**src/rtl/lpm_bipad_ctrl_if.sv**
```systemverilog
// Bundle of requester-side and pad-side signals for lpm_bipad_ctrl.
// The slave modport is the controller's view; master is the requester/pad side.
interface lpm_bipad_ctrl_if #(
   parameter int lpm_width = 8
);
   logic                 wr_req;
   logic [lpm_width-1:0] wr_data;
   logic                 wr_ack;
   logic                 rd_req;
   logic [lpm_width-1:0] rd_data;
   logic                 rd_valid;
   logic                 enable;
   logic [lpm_width-1:0] data;
   logic [lpm_width-1:0] result;
   logic                 busy;
   logic [1:0]           state_dbg;

   // Handshake: a requester raises *_req and holds it until its wr_ack or
   // rd_valid pulse; requests are only looked at while the controller is idle.
   modport slave (
      input  wr_req, wr_data, rd_req, result,
      output wr_ack, rd_data, rd_valid, enable, data, busy, state_dbg
   );

   modport master (
      output wr_req, wr_data, rd_req, result,
      input  wr_ack, rd_data, rd_valid, enable, data, busy, state_dbg
   );
endinterface

```
**src/rtl/lpm_bipad_ctrl.sv**
```systemverilog
// Write/read sequencer for one lpm_bipad: round-robin arbitration between the
// write and read requesters, with a read wait window and a turnaround gap.
module lpm_bipad_ctrl #(
   parameter int    lpm_width      = 8,
   parameter int    lpm_turnaround = 1,
   parameter int    lpm_rd_wait    = 0,
   parameter string lpm_type       = "lpm_bipad_ctrl"
) (
   input logic              clock,
   input logic              aclr,
   lpm_bipad_ctrl_if.slave  bus
);

   typedef enum logic [1:0] {IDLE, DRIVE, SAMPLE, TURN} state_e;

   localparam logic [3:0] RD_WAIT   = 4'(lpm_rd_wait);
   localparam logic [3:0] TURN_LOAD = (lpm_turnaround > 0) ? 4'(lpm_turnaround - 1) : 4'd0;
   localparam bit         NO_TURN   = (lpm_turnaround == 0);

   state_e               state_q, state_d;
   logic [3:0]           cnt_q, cnt_d;
   logic                 last_wr_q, last_wr_d;
   logic                 enable_q, enable_d;
   logic [lpm_width-1:0] data_q, data_d;
   logic                 wr_ack_q, wr_ack_d;
   logic                 rd_valid_q, rd_valid_d;
   logic [lpm_width-1:0] rd_data_q, rd_data_d;
   logic                 busy_q, busy_d;
   logic                 grant_wr, grant_rd;

   always_comb begin
      state_d    = state_q;
      cnt_d      = cnt_q;
      last_wr_d  = last_wr_q;
      data_d     = data_q;
      rd_data_d  = rd_data_q;
      enable_d   = 1'b0;
      wr_ack_d   = 1'b0;
      rd_valid_d = 1'b0;
      // On a tie the write wins unless the previous grant was a write.
      grant_wr   = bus.wr_req && (!bus.rd_req || !last_wr_q);
      grant_rd   = bus.rd_req && !grant_wr;

      case (state_q)
         IDLE: begin
            if (grant_wr) begin
               state_d   = DRIVE;
               data_d    = bus.wr_data;
               enable_d  = 1'b1;
               wr_ack_d  = 1'b1;
               last_wr_d = 1'b1;
            end else if (grant_rd) begin
               state_d   = SAMPLE;
               cnt_d     = RD_WAIT;
               last_wr_d = 1'b0;
            end
         end
         DRIVE: begin
            state_d = NO_TURN ? IDLE : TURN;
            cnt_d   = TURN_LOAD;
         end
         SAMPLE: begin
            if (cnt_q == 4'd0) begin
               rd_data_d  = bus.result;
               rd_valid_d = 1'b1;
               state_d    = NO_TURN ? IDLE : TURN;
               cnt_d      = TURN_LOAD;
            end else begin
               cnt_d = cnt_q - 4'd1;
            end
         end
         TURN: begin
            if (cnt_q == 4'd0) state_d = IDLE;
            else               cnt_d   = cnt_q - 4'd1;
         end
         default: state_d = IDLE;
      endcase

      busy_d = (state_d != IDLE);
   end

   always_ff @(posedge clock or posedge aclr) begin
      if (aclr) begin
         state_q    <= IDLE;
         cnt_q      <= 4'd0;
         last_wr_q  <= 1'b0;
         enable_q   <= 1'b0;
         data_q     <= '0;
         wr_ack_q   <= 1'b0;
         rd_valid_q <= 1'b0;
         rd_data_q  <= '0;
         busy_q     <= 1'b0;
      end else begin
         state_q    <= state_d;
         cnt_q      <= cnt_d;
         last_wr_q  <= last_wr_d;
         enable_q   <= enable_d;
         data_q     <= data_d;
         wr_ack_q   <= wr_ack_d;
         rd_valid_q <= rd_valid_d;
         rd_data_q  <= rd_data_d;
         busy_q     <= busy_d;
      end
   end

   assign bus.enable    = enable_q;
   assign bus.data      = data_q;
   assign bus.wr_ack    = wr_ack_q;
   assign bus.rd_valid  = rd_valid_q;
   assign bus.rd_data   = rd_data_q;
   assign bus.busy      = busy_q;
   assign bus.state_dbg = state_q;

endmodule
```
**src/flat_wrapper.sv**
```systemverilog
// flat-port wrapper written by rule: the top's interface ports become plain ports
module lpm_bipad_ctrl_flat 
#(
   parameter int    lpm_width      = 8,
   parameter int    lpm_turnaround = 1,
   parameter int    lpm_rd_wait    = 0,
   parameter string lpm_type       = "              "
)
  (clock, aclr, bus_wr_req, bus_wr_data, bus_rd_req, bus_result, bus_wr_ack, bus_rd_data, bus_rd_valid, bus_enable, bus_data, bus_busy, bus_state_dbg);
  lpm_bipad_ctrl_if #(.lpm_width(lpm_width)) bus_i ();
  input logic clock;
  input logic aclr;
  input wire logic [$bits(bus_i.wr_req)-1:0] bus_wr_req;
  input wire logic [$bits(bus_i.wr_data)-1:0] bus_wr_data;
  input wire logic [$bits(bus_i.rd_req)-1:0] bus_rd_req;
  input wire logic [$bits(bus_i.result)-1:0] bus_result;
  output wire logic [$bits(bus_i.wr_ack)-1:0] bus_wr_ack;
  output wire logic [$bits(bus_i.rd_data)-1:0] bus_rd_data;
  output wire logic [$bits(bus_i.rd_valid)-1:0] bus_rd_valid;
  output wire logic [$bits(bus_i.enable)-1:0] bus_enable;
  output wire logic [$bits(bus_i.data)-1:0] bus_data;
  output wire logic [$bits(bus_i.busy)-1:0] bus_busy;
  output wire logic [$bits(bus_i.state_dbg)-1:0] bus_state_dbg;
  assign bus_i.wr_req = bus_wr_req;
  assign bus_i.wr_data = bus_wr_data;
  assign bus_i.rd_req = bus_rd_req;
  assign bus_i.result = bus_result;
  assign bus_wr_ack = bus_i.wr_ack;
  assign bus_rd_data = bus_i.rd_data;
  assign bus_rd_valid = bus_i.rd_valid;
  assign bus_enable = bus_i.enable;
  assign bus_data = bus_i.data;
  assign bus_busy = bus_i.busy;
  assign bus_state_dbg = bus_i.state_dbg;
  lpm_bipad_ctrl #(.lpm_width(lpm_width), .lpm_turnaround(lpm_turnaround), .lpm_rd_wait(lpm_rd_wait), .lpm_type(lpm_type)) u_core (.clock(clock), .aclr(aclr), .bus(bus_i));
endmodule
```
**config.mk**
```make
export PLATFORM = sky130hd
export DESIGN_NAME = lpm_bipad_ctrl_flat
export DESIGN_NICKNAME = d
export VERILOG_FILES = /design/src/rtl/lpm_bipad_ctrl_if.sv /design/src/rtl/lpm_bipad_ctrl.sv /design/src/flat_wrapper.sv
export SDC_FILE = /design/constraint.sdc
export NUM_CORES = 1
export LEC_CHECK = 0
export ABC_AREA = 1
export BUFFER_PORTS_ARGS = -buffer_cell sky130_fd_sc_hd__buf_2
export CORE_MARGIN = 2
export CORE_UTILIZATION = 51
export CTS_CLUSTER_DIAMETER = 150
export DETAILED_ROUTE_END_ITERATION = 7
export HOLD_SLACK_MARGIN = 0.1
export MAX_ROUTING_LAYER = met4
export PLACE_DENSITY = 0.82
export SETUP_SLACK_MARGIN = 0.5
export SLEW_MARGIN = 20
export SYNTH_ARGS = -nofsm -noshare
export SYNTH_HDL_FRONTEND = slang
export SYNTH_SLANG_ARGS = --single-unit
```
**constraint.sdc**
```tcl
create_clock -name clock -period 3.2 [get_ports clock]
set_input_delay 0.32 -clock clock [delete_from_list [all_inputs] [get_ports clock]]
set_output_delay 0.32 -clock clock [all_outputs]
set_load 0.01 [all_outputs]
```
; ---- Yosys cells after proc, flatten, opt, wreduce, memory -nomap -nowiden
; Cells that the tools add are included.
[op_classes]
n_addsub = 1
n_eq_ne = 6
muxes = 16
reduce_logical = 14
[op_table]
columns = cell, n
row1 = 2-to-1 mux 4 bit, 4
row2 = one-hot mux 4 bit (4 select lines), 1
row3 = 2-to-1 mux 2 bit, 4
row4 = one-hot mux 2 bit (4 select lines), 1
row5 = 2-to-1 mux 1 bit, 6
row6 = AND reduction 2 bit, 3
row7 = equality test 2 bit (second input constant), 2
row8 = zero test 4 bit, 1
row9 = != test 2 bit (second input constant), 2
row10 = nonzero test 2 bit, 2
row11 = subtractor 4 x 1 -> 4 bit (second input constant), 1
row12 = zero test 1 bit, 3
row13 = AND reduction 3 bit, 1
row14 = equality test 2 x 1 -> 1 bit (second input constant), 1
row15 = logical AND 1 bit, 2
row16 = zero test 2 bit, 1
row17 = != test 2 x 1 -> 1 bit (second input constant), 1
row18 = logical OR 1 bit, 1
[word_totals]
regBits = 26
inputBits = 20
output_inout_bits = 22
word_cells = 45

; ---- Depth between registers and ports, before layout
[logic_depth]
ltp_word = 9
ltp_mapped = 8

; ---- Least setup slack after synthesis
; OpenSTA, ideal clock, no wires.
[synth_path]
path_kind = register to register
from = reg u_core.cnt_q[0]
to = reg u_core.busy_q, in the netlist u_core.bus.busy
setup_ps = 139
arrival_time_ps = 1097
t_required_ps = 3061
path_slack_ps = 1965
path_stages_with_launch = 6
path_buffers = 0
cell_sequence = dfrtp_1 > inv_1 > ha_1 > nand2_1 > o21ai_0 > nand4_2
[synth_between]
elab_chain_len = 4
elab_cells_between_ends = 5
[synth_lines]
columns = item, line
row1 = from (decl), lpm_bipad_ctrl.sv:21  ; logic [3:0] cnt_q, cnt_d;
row2 = from (signal assigned), lpm_bipad_ctrl.sv:95  ; cnt_q <= cnt_d;
row3 = zero test 4 bit (*), "lpm_bipad_ctrl.sv:63, lpm_bipad_ctrl.sv:73"
row4 = "2-to-1 mux 2 bit, on equally long branches", "lpm_bipad_ctrl.sv:73, lpm_bipad_ctrl.sv:63"
row5 = one-hot mux 2 bit (4 select lines) (*), lpm_bipad_ctrl.sv:44  ; case (state_q)
row6 = nonzero test 2 bit (*), lpm_bipad_ctrl.sv:79  ; busy_d = (state_d != IDLE);
row7 = via u_core.busy_d, lpm_bipad_ctrl.sv:28  ; logic busy_q, busy_d;
row8 = to (signal assigned), lpm_bipad_ctrl.sv:102  ; busy_q <= busy_d;
row9 = to (decl), lpm_bipad_ctrl.sv:28
; The timed path passes the listed nets; every way through them passes the cells marked *.
; A chain may end at the register's enable or synchronous reset.

; ---- Worst setup path in the final report
[layout_path]
from = reg u_core.cnt_q[0]
to = reg u_core.rd_data_q[0], in the netlist u_core.bus.rd_data[0]
[layout_between]
elab_chain_len = 2
[layout_lines]
columns = item, line
row1 = zero test 4 bit, lpm_bipad_ctrl.sv:63  ; if (cnt_q == 4'd0) begin
row2 = AND reduction 2 bit (no line), -
row3 = to (signal assigned), lpm_bipad_ctrl.sv:101  ; rd_data_q <= rd_data_d;
row4 = to (decl), lpm_bipad_ctrl.sv:27  ; logic [lpm_width-1:0] rd_data_q, rd_data_d;
; Every way passes these cells.

==> flow_summary.json <==
{
  "clkTransAtPathRegs_ps": 130,
  "grt_pass1_wl_mm": 3.72,
  "syn-instance-count": 130,
  "crit_top_cell": "nand2_1",
  "cts_tree": "built",
  "ant_nets": 0,
  "wl_mm": 2.11,
  "worstMarginPinSlew_ps": 919,
  "antennaDiodeCount": 0,
  "dpl_cell_area_um2": 1340,
  "die_x_um": 51.0,
  "placementRows": 17,
  "cts_htree_levels": 1,
  "finalHoldViolations": 0,
  "core-area_um2": 2150,
  "die_area_um2": 2600,
  "r2r-end": "u_core.bus.rd_data[0]",
  "seq_area_frac_synth": 0.577,
  "path_cells": "inv_1 > ha_1 > nand2_1 > inv_1 > nand2_1 > inv_2 > nand2_1 > nand2_1",
  "critPathSlowestCell": "dfrtp_1",
  "synth_top_cell_area_share": 0.577,
  "ctsResizeCount": 0,
  "antenna_found_initial": 0,
  "io_buffers": 41,
  "status": "finished, final reports clean",
  "synth_top_area_cell": "dfrtp_1",
  "cts_hold_buf": 0,
  "fin_cells": 199,
  "fmax_ghz": 0.629,
  "synth_area_um2": 1130,
  "rsz0062_at_grt": "false",
  "critPathMaxStageDelay_ps": 400,
  "drv_cap": 0,
  "cp_data_required_time_ps": 3450,
  "first_pass_iters": 4,
  "cp_top_family": "simple AND/OR/NAND/NOR gates",
  "start_kind": "flop",
  "rr_worst_depth": 8,
  "synth_area_leaders": "dfrtp_1 (58%), nand2_1 (22%), inv_1 (3.0%), buf_6 (2.0%), nand3_1 (1.8%)",
  "post_drt_wl_per_cell_um": 10.6,
  "avgSynthCellArea_um2": 8.67,
  "vias_per_cell": 4.60,
  "cts_sinks": 26,
  "fin_util": 0.633,
  "start_util": 0.525,
  "final.setup.tns_ps": 0,
  "finalNetCount": 194,
  "dr.first_iter.drc_count": 3,
  "io_pins": 42,
  "clock_path_buffers": 2,
  "drive_above_1_share": 0.310,
  "ir_drop_mv": 0.509,
  "synth.net_count": 151,
  "fin_crit_ps": 1590,
  "power.density_nw_per_um2": 949,
  "cts_made_buffers": 3,
  "grt_pass1_vias": 889,
  "endpoint_kind": "flop",
  "reg2reg_slack_ps": 1610,
  "power.leakage_nw": 0.818,
  "area_delta_synth_final_pct": 20.6,
  "finalCritPeriodShare": 0.497,
  "synth-warning-count": 0,
  "cts-root-buf": "clkbuf_4",
  "vias": 915,
  "path_max_fanout": 11,
  "die_h_um": 51.0,
  "criticalPathCategory": "flop to flop",
  "fin_area_um2": 1360,
  "post-cts-setup-buffers": 0,
  "clock_latency_ps": 310,
  "placed_cells": 196,
  "path_buf_inv": 3,
  "drc": 0,
  "fin_skew_ps": 8.82,
  "setup_viol": 0,
  "grt_start_max_net_pins": 27,
  "regToRegStartpoint": "u_core.cnt_q[0]",
  "gr-total-overflow": 0,
  "grtUsageTotal": 0.192,
  "synth_cell_type_count": 20,
  "ys_ff_latch": 26,
  "gp_congestion": 0.950,
  "cp_data_arrival_time_ps": 1840,
  "hold_class": "input port to async pin",
  "max_slew_margin": 0.387,
  "maxSlewViolCount": 0,
  "dp_hpwl_mm": 1.64
}
-- worst reg2reg max path: cells and delay by family (launching register included) --
family | cells | cell delay [ps]
and+or+nand+nor | 4 | 510
adders and majority gates | 1 | 230
DFF | 1 | 400
buffers and inverters | 3 | 410
-- flip-flops by register name, indices dropped and copies added, names as in the netlist --
name                  count
u_core.bus.enable         1
u_core.last_wr_q          1
u_core.bus.data           8
u_core.bus.rd_valid       1
u_core.bus.state_dbg      2
u_core.bus.rd_data        8
u_core.cnt_q              4
u_core.bus.busy           1
-- layout make-up --
| class | instances | area, um^2 |
|---|---|---|
| fillers | 195 | 788 |
| flip-flops and latches | 26 | 651 |
| multi-input cells | 88 | 395 |
| repair buffers | 41 | 205 |
| inverters | 13 | 51.3 |
| well taps | 28 | 35.0 |
| clock buffers | 3 | 22.5 |
-- layer usage --
layer	global-route usage	share of wire	up-vias	wire [um]
met5	-	0	-	0
met4	0.0901	0.022	0	46
met1	0.242	0.45	402	942
met2	0.312	0.48	32	1020
li1	-	-	475	-
met3	0.0234	0.047	6	98
-- synth_stat cells (all sizes together) --
| cell type | instances |
|---|---|
| nand2 | 67 |
| dfrtp | 26 |
| inv | 13 |
| nor2 | 6 |
| nand3 | 5 |
| o21ai | 5 |
| buf | 3 |
| nand4 | 2 |
| ha | 1 |
| nor3 | 1 |
| xor2 | 1 |
-- power by group --
group / total (mW) / switching [mW] / internal [mW] / leakage, nW
clock network: 0.130 / 0.0862 / 0.0440 / 0.0138
registers: 0.579 / 0.0973 / 0.481 / 0.316
logic: 0.582 / 0.354 / 0.228 / 0.489
total: 1.29 / 0.538 / 0.753 / 0.818
-- stage by stage --
stage                     setup WS (ps)  hold WS [ps]  total power, mW
after CTS                          1580           188             1.31
after floorplan                    1960           360            0.973
final                              1610           186             1.29
after detailed placement           1610           457             1.18
after global placement             1730           454             1.14
after global routing               1390           188             1.42
-- placed cells by master (no fill, tap or decap) --
cell type and instances:
inv_4 1, nand3_1 4, xor2_1 1, nand2_2 1
inv_2 3, nor2_2 1, o21ai_0 4, nand4_2 1
nand3_2 1, nand4_1 1, inv_1 9, buf_2 41
ha_1 1, dfrtp_1 26, nand2_1 66, o21ai_1 1
nor2_8 1, nor2_1 4, clkbuf_4 3, nor3_1 1
-- worst max path at each step --
stage,startpoint,endpoint,slack (ps),cells after the start
2_1_floorplan,u_core.cnt_q[0],u_core.bus.busy,1960,5
3_3_place_gp,u_core.cnt_q[0],u_core.bus.rd_data[0],1730,8
3_5_place_dp,u_core.cnt_q[0],u_core.bus.rd_data[0],1610,8
4_1_cts,u_core.cnt_q[0],u_core.bus.rd_data[0],1580,8
5_1_grt,u_core.cnt_q[0],u_core.bus.rd_data[4],1390,8
6_report,u_core.cnt_q[0],u_core.bus.rd_data[0],1610,8
-- cells by family (layout without fill, tap and decap cells) --
group,count (synthesis),after routing,synth area share
buffers and inverters,16,57,0.0721
and+or+nand+nor,81,81,0.310
adders and majority gates,1,1,0.0111
DFF,26,26,0.577
xor gates and xnor gates,1,1,0.00777
AOI/OAI and AO/OA,5,5,0.0222
Power figures use the tool's default switching activity.
